--- config.mk ---
export PLATFORM = sky130hd
export DESIGN_NAME = regfile_wb_arbiter
export DESIGN_NICKNAME = d
export VERILOG_FILES = /design/src/rtl/regfile_pkg.sv /design/src/rtl/rr_arb2.sv /design/src/rtl/regfile_wb_arbiter.sv
export SDC_FILE = /design/constraint.sdc
export NUM_CORES = 1
export LEC_CHECK = 0
export ABC_AREA = 1
export BUFFER_PORTS_ARGS = -buffer_cell sky130_fd_sc_hd__buf_2
export CAP_MARGIN = 20
export CORE_ASPECT_RATIO = 1.75
export CORE_MARGIN = 3
export CORE_UTILIZATION = 45
export CTS_CLUSTER_DIAMETER = 80
export DETAILED_ROUTE_END_ITERATION = 8
export MAX_ROUTING_LAYER = met4
export PLACE_DENSITY_LB_ADDON = 0.05
export SYNTH_ARGS = -nofsm -noshare
export SYNTH_HDL_FRONTEND = slang
export SYNTH_SLANG_ARGS = --single-unit
--- constraint.sdc ---
create_clock -name clk -period 4.03 [get_ports clk]
set_input_delay 0.2015 -clock clk [delete_from_list [all_inputs] [get_ports clk]]
set_output_delay 0.2015 -clock clk [all_outputs]
set_load 0.005 [all_outputs]
--- src/rtl/regfile_pkg.sv ---
// Shared types and constants for the register-file writeback path.
package regfile_pkg;

    localparam int NREG   = 16;
    localparam int ADDR_W = $clog2(NREG);
    localparam int DATA_W = 32;
    localparam int PC_IDX = 15;

    typedef logic [ADDR_W-1:0] reg_idx_t;
    typedef logic [DATA_W-1:0] reg_data_t;

    typedef enum logic {
        REQ_ALU = 1'b0,
        REQ_MEM = 1'b1
    } wb_src_t;

    // The PC has a dedicated update path and must never be written through here.
    function automatic logic is_pc(input reg_idx_t idx);
        return idx == reg_idx_t'(PC_IDX);
    endfunction

endpackage

--- src/rtl/rr_arb2.sv ---
// Two-way round-robin arbiter. The pointer only moves when both requesters
// compete, so a lone requester never disturbs the fairness order.
module rr_arb2
    import regfile_pkg::*;
(
    input  logic       clk,
    input  logic       rst,
    input  logic [1:0] req,
    output logic [1:0] gnt
);

    wb_src_t rr_ptr;

    // Grant decode: single requester wins outright, contention resolved by rr_ptr.
    always_comb begin
        gnt = 2'b00;
        if (!rst) begin
            case (req)
                2'b01:   gnt = 2'b01;
                2'b10:   gnt = 2'b10;
                2'b11:   gnt = (rr_ptr == REQ_MEM) ? 2'b10 : 2'b01;
                default: gnt = 2'b00;
            endcase
        end
    end

    // Pointer flips to the loser after every contested grant.
    always_ff @(posedge clk) begin
        if (rst) begin
            rr_ptr <= REQ_ALU;
        end else if (req == 2'b11) begin
            rr_ptr <= (rr_ptr == REQ_ALU) ? REQ_MEM : REQ_ALU;
        end
    end

endmodule

--- src/rtl/regfile_wb_arbiter.sv ---
// Shares the register file write port between the ALU and load unit and
// tracks outstanding writes in a busy scoreboard for issue-stage hazard checks.
module regfile_wb_arbiter
    import regfile_pkg::*;
(
    input  logic              clk,
    input  logic              rst,
    input  logic              alu_valid,
    input  logic [ADDR_W-1:0] alu_addr,
    input  logic [DATA_W-1:0] alu_data,
    output logic              alu_ready,
    input  logic              mem_valid,
    input  logic [ADDR_W-1:0] mem_addr,
    input  logic [DATA_W-1:0] mem_data,
    output logic              mem_ready,
    input  logic              iss_valid,
    input  logic [ADDR_W-1:0] iss_addr,
    output logic              wr_en,
    output logic [ADDR_W-1:0] wr_addr,
    output logic [DATA_W-1:0] wr_data,
    output logic [NREG-1:0]   busy,
    output logic              pc_wr_err
);

    logic [1:0] gnt;
    wb_src_t    sel_p0;
    reg_idx_t   addr_p0;
    reg_data_t  data_p0;
    logic       acc_vld_p0;
    logic       pc_hit_p0;

    logic       wr_vld_p1;
    reg_idx_t   wr_addr_p1;
    reg_data_t  wr_data_p1;
    logic       pc_err_p1;

    logic [NREG-1:0] busy_q;
    logic [NREG-1:0] busy_nxt;

    rr_arb2 u_arb (
        .clk (clk),
        .rst (rst),
        .req ({mem_valid, alu_valid}),
        .gnt (gnt)
    );

    assign alu_ready = gnt[0];
    assign mem_ready = gnt[1];

    // ---- stage p0: grant mux and PC-target classification ----
    // Select the granted requester's payload and split accepted vs PC-targeted.
    always_comb begin
        sel_p0     = gnt[1] ? REQ_MEM : REQ_ALU;
        addr_p0    = (sel_p0 == REQ_MEM) ? mem_addr : alu_addr;
        data_p0    = (sel_p0 == REQ_MEM) ? mem_data : alu_data;
        acc_vld_p0 = (|gnt) && !is_pc(addr_p0);
        pc_hit_p0  = (|gnt) && is_pc(addr_p0);
    end

    // ---- stage p1: registered write-port drive ----
    // Address/data only reload on an accepted write so they hold between writes.
    always_ff @(posedge clk) begin
        if (rst) begin
            wr_vld_p1  <= 1'b0;
            pc_err_p1  <= 1'b0;
            wr_addr_p1 <= '0;
            wr_data_p1 <= '0;
        end else begin
            wr_vld_p1 <= acc_vld_p0;
            pc_err_p1 <= pc_hit_p0;
            if (acc_vld_p0) begin
                wr_addr_p1 <= addr_p0;
                wr_data_p1 <= data_p0;
            end
        end
    end

    assign wr_en     = wr_vld_p1;
    assign wr_addr   = wr_addr_p1;
    assign wr_data   = wr_data_p1;
    assign pc_wr_err = pc_err_p1;

    // Scoreboard next state: commit clears first, issue sets last so set wins.
    always_comb begin
        busy_nxt = busy_q;
        if (wr_vld_p1) begin
            busy_nxt[wr_addr_p1] = 1'b0;
        end
        if (iss_valid && !is_pc(iss_addr)) begin
            busy_nxt[iss_addr] = 1'b1;
        end
    end

    // Scoreboard register.
    always_ff @(posedge clk) begin
        if (rst) begin
            busy_q <= '0;
        end else begin
            busy_q <= busy_nxt;
        end
    end

    assign busy = busy_q;

    // Issue logic must stall on busy; the only legal re-issue is onto the
    // register being committed at this very edge.
    ap_issue_not_busy: assert property (@(posedge clk) disable iff (rst)
        (iss_valid && (iss_addr != reg_idx_t'(PC_IDX)) && busy_q[iss_addr])
        |-> (wr_vld_p1 && (wr_addr_p1 == iss_addr)));

endmodule

* Word-level counts from Yosys, hierarchy flattened
Index checks and enable logic that the tools add are counted.
Word-level totals: output and inout bits 56, ROM bits 0, register bits 55, memories 0, logic and storage cells 39, bits in latches 0, RAM bits 0
Operators by class: multipliers 0, divide/modulo/power cells 0, shifts and indexed selects 0, order comparisons 4, $add $sub $neg 0, bitwise gates (word level) 3, reductions and logical operators 8, multiplexer cells 13, equal/unequal tests 5
Operator list (number):
- $mux W16 | 2
- $mux W32 | 1
- $and A16 B16 Y16 | 1
- $not A16 Y16 | 1
- $or A16 B16 Y16 | 1
- $lt A4 B5 Y1 const B | 2
- $demux W1 S4 | 2
- $eq A4 B4 Y1 const B | 2
- $ge A4 B1 Y1 const B | 2
- $pmux W2 S3 | 1
- $logic_and A1 B1 Y1 | 5
- $eq A2 B2 Y1 const B | 2
- $mux W1 | 4
- $mux W2 | 2
- $mux W4 | 1
- $eq A2 B1 Y1 const B | 1
- $logic_not A1 Y1 | 2
- $reduce_or A2 Y1 | 1

* Logic depth before layout (Yosys ltp)
depth after elaboration 9, gate-level depth with buffers 12

* Cells and area by module
Synthesis repeated with hierarchy kept, for this count alone.
Unflattened totals: cell total of the unflattened synthesis 365, area, all modules 2751.4 um^2
By module, submodules not included:
- regfile_wb_arbiter | instances 1, cells each 354, area each 2690.1 um^2, seq. area each 1081.0 um^2
- rr_arb2 | instances 1, cells each 11, area each 61.3 um^2, seq. area each 20.0 um^2

* Least setup slack after synthesis
OpenSTA, ideal clock, no wires.
path type register to register, start reg u_arb.rr_ptr, end reg wr_data_p1[14] (netlist: wr_data[14]), arrival time 1364 ps, buffers on the path 2, path slack 2551 ps, period minus slack after synthesis 1479 ps, required time 3915 ps, stages on the path, launching flop included 12, cells stage by stage dfxtp_1 inv_1 nand2_1 nand2_2 nand2_1 nand2_1 nor2_1 nand2_1 buf_4 buf_4 a21oi_1 nor2_1
On the way: word-level cells in the longest chain between the ends 8
Ends and longest elaborated chain:
- start: declaration | RTL line rr_arb2.sv:12 | wb_src_t rr_ptr;
- start signal: assignment | RTL line rr_arb2.sv:32 | rr_ptr <= (rr_ptr == REQ_ALU) ? REQ_MEM : REQ_ALU;
- $mux W2 (*) | RTL line rr_arb2.sv:21 | 2'b11: gnt = (rr_ptr == REQ_MEM) ? 2'b10 : 2'b01;
- $pmux W2 S3 (*) | RTL line rr_arb2.sv:18 | case (req)
- $mux W2 (*) | RTL line rr_arb2.sv:17 | if (!rst) begin
- $mux W1 | RTL line regfile_wb_arbiter.sv:53 | sel_p0 = gnt[1] ? REQ_MEM : REQ_ALU;
- $mux W4 | RTL line regfile_wb_arbiter.sv:54 | addr_p0 = (sel_p0 == REQ_MEM) ? mem_addr : alu_addr;
- $eq A4 B4 Y1 | RTL line regfile_pkg.sv:19 | return idx == reg_idx_t'(PC_IDX);
- $logic_not A1 Y1 | RTL line regfile_wb_arbiter.sv:56 | acc_vld_p0 = (|gnt) && !is_pc(addr_p0);
- $logic_and A1 B1 Y1 | RTL line regfile_wb_arbiter.sv:56
- end signal: assignment | RTL line regfile_wb_arbiter.sv:73 | wr_data_p1 <= data_p0;
- end: declaration | RTL line regfile_wb_arbiter.sv:34 | reg_data_t wr_data_p1;
Mark *: on every way between the ends. The rest lies on a longest branch, timed or not. A chain may end at the register's enable or synchronous reset.

* Worst setup path in the final report
start reg u_arb.rr_ptr, end out mem_ready
On the way: word-level cells in the longest chain between the ends 3
Ends and longest elaborated chain:
- $mux W2 | RTL line rr_arb2.sv:21
- $pmux W2 S3 | RTL line rr_arb2.sv:18
- $mux W2 | RTL line rr_arb2.sv:17
- end: declaration | RTL line regfile_wb_arbiter.sv:15 | output logic mem_ready,
No other way between the ends.

==> results.yml <==
clock_network:
  cts_made_buffers: 5
  cts_tree: "built"
  path_clk_slew_ps: 90
  clock_latency_ps: 310
  clock_sinks: 55
  postCtsSetupBuffers: 0
  postCtsHoldBufs: 0
  clk_path_buf_depth: 2
  ctsResizeCount: 0
  h-tree-depth: 2
  cts_root_buffer: "clkbuf_8"
worst_setup_path:
  crit_type: "reg2out"
  end_kind: "output pin"
  cp_max_fo: 37
  r2r_cells: 10
  worst_ep_required_time_ps: 3830
  cp-start-kind: "register"
  r2r_start: "u_arb.rr_ptr"
  reg2reg_to: "wr_data[13]"
  rrSetupSlack_ps: 1660
  crit_arrival_ps: 2390
synthesis:
  ys_ff_latch: 55
  synthAdderAreaFrac: 0
  avgSynthCellArea_um2: 6.13
  synth_top_family_by_area: "simple AND/OR/NAND/NOR gates"
  synth_compound_gate_area_share: 0.121
  synth_cell_types: 18
  postSynthNetCount: 547
  muxShareOfSynthArea: 0
  yosys_warnings: 0
  syn_area_um2: 2860
  synth_cells: 466
  synth_xor_area_frac: 0
  synth-seq-area-share: 0.386
  synth_simple_gate_area_frac: 0.371
place:
  place.gp.congestion: 0.767
  pre_cts_ws_ps: 1270
  dp_hpwl_mm: 5.65
  io_buffers: 136
hold_path:
  min_path_cells: 3
  worstHoldEndpoint: "u_arb.rr_ptr"
  hp-class: "in2reg"
  hp-start: "mem_valid"
floorplan:
  io_pins: 137
  dieHeight_um: 111
  num_rows: 37
  core_um2: 6020
  floorplan.initialDensity: 0.474
  die_w_um: 66.2
  dieArea_um2: 7370
cells_and_area:
  fillerInstances: 690
  num-nets-final: 666
  syn_to_final_growth_pct: 27.7
  multi_input_area_um2: 1410
  antennaDiodeCount: 0
  area.sequential_um2: 1100
  drive_above_1_share: 0.259
sta:
  relSlewSlack: 0.356
  finalHoldViolations: 0
  setup_viol: 0
  layout_min_cycle_time_ps: 2590
  finalCritPeriodShare: 0.643
  tightest_slew_ps: 965
  final_max_slew_viol_count: 0
  postLayoutSetupSlackWorst_ps: 1440
  fmax_ghz: 0.386
  fin_tns_setup_ps: 0
  finClkSkew_ps: 3.14
  rsz0062_at_grt: "no"
routing:
  wl_mm: 7.56
  ant_nets: 0
  wl_per_cell_um: 11.4
  drt_iter0_drc: 153
  viasPerCell: 4.76
  post-route-drc-count: 0
  firstDrtPassIters: 4
  num_vias: 3162
global_routing:
  grtUsageTotal: 0.210
  grt_pass1_wl_mm: 12.1
  antenna_found_initial: 0
  grt_max_degree: 70
  grt_pass1_vias: 2781
  grt_overflow_total: 0
power_and_ir_drop:
  p_leak_nw: 2.10
  irDropWorstVdd_mv: 0.210
  power.density_nw_per_um2: 326
flow_run:
  cap_violations: 0
run_status:
  outcome: "finished, final reports clean"
==> flip-flops by register name, indices dropped and copies added (netlist names) <==
| register | flops |
|---|---|
| pc_wr_err | 1 |
| wr_data | 32 |
| wr_en | 1 |
| u_arb.rr_ptr | 1 |
| busy | 16 |
| wr_addr | 4 |
==> critical path, stage by stage, from the launching register on <==
cell and delay [ps]:
dfxtp_1 340, inv_1 60, nand2_1 140, nand2_2 400, inv_1 880, buf_2 250
==> through the flow <==
stage | std cells | power [mW] | util | hold WS (ps) | area [µm²]
finish | 664 | 1.19 | 0.606 | 230 | 3640
floorplan | 466 | 0.767 | - | 366 | 2860
global route | 664 | 1.26 | 0.606 | 255 | 3640
global placement | 654 | 0.860 | 0.582 | 448 | 3500
CTS | 662 | 1.19 | 0.599 | 227 | 3600
detailed placement | 654 | 0.866 | 0.582 | 453 | 3500
==> area by class of cell <==
type	count	area share
clock inverters	1	0.00206
well taps	78	0.0268
clock buffers	7	0.0264
inverters	57	0.0587
repair buffers	138	0.198
flip-flops and latches	55	0.302
multi-input cells	328	0.386
==> cell usage after synthesis <==
cell type | n | share of area
buf_4 | 3 | 0.0079
nor3b_1 | 1 | 0.0026
clkbuf_1 | 11 | 0.014
buf_6 | 2 | 0.0079
dfxtp_1 | 55 | 0.39
buf_1 | 1 | 0.0013
a21oi_1 | 52 | 0.091
nor3_1 | 3 | 0.0053
nor2_1 | 44 | 0.058
nand3b_1 | 3 | 0.0079
nand2_1 | 159 | 0.21
nand2_2 | 1 | 0.0022
inv_1 | 54 | 0.071
nand3_1 | 47 | 0.082
nor2_4 | 1 | 0.0039
buf_2 | 9 | 0.016
inv_2 | 3 | 0.0039
o21ai_0 | 17 | 0.030
==> layer usage <==
metal	GRT usage	up-vias	wire length [µm]
met5	-	-	0
met4	0.0692	0	131
met3	0.0394	12	450
met2	0.393	101	4060
met1	0.209	1365	2920
li1	-	1684	-
==> where the power goes <==
part	switching (mW)	internal, mW
clock	0.175	0.157
sequential	0.0210	0.580
combinational	0.143	0.112
total	0.339	0.848
==> placed cells by master, fill, tap and decap left out <==
cell type and count:
nor3b_1 1, a21oi_1 52, o21ai_0 17, nor2_1 44
buf_12 2, inv_2 3, buf_2 136, nor2_4 1
nor3_1 3, nand3_1 47, nand3b_1 3, nand2_2 2
dfxtp_1 55, nand2_1 158, inv_1 54, clkbuf_8 7
clkinvlp_4 1
==> worst max-delay path by stage <==
| stage | end | slack (ps) | depth (start not counted) | start |
|---|---|---|---|---|
| 6_report | mem_ready | 1440 | 5 | u_arb.rr_ptr |
| 5_1_grt | mem_ready | 1170 | 5 | u_arb.rr_ptr |
| 4_1_cts | wr_addr[3] | 1380 | 9 | u_arb.rr_ptr |
| 3_5_place_dp | wr_addr[0] | 1270 | 9 | rst |
| 3_3_place_gp | wr_addr[1] | 1350 | 9 | rst |
| 2_1_floorplan | wr_data[14] | 2550 | 11 | u_arb.rr_ptr |
==> logic make-up (layout without fill, tap and decap cells) <==
family | Yosys count | count (layout)
buf+inv | 83 | 203
flops | 55 | 55
compound gates | 69 | 69
simple gates | 259 | 259
Power figures use the tool's default switching activity.
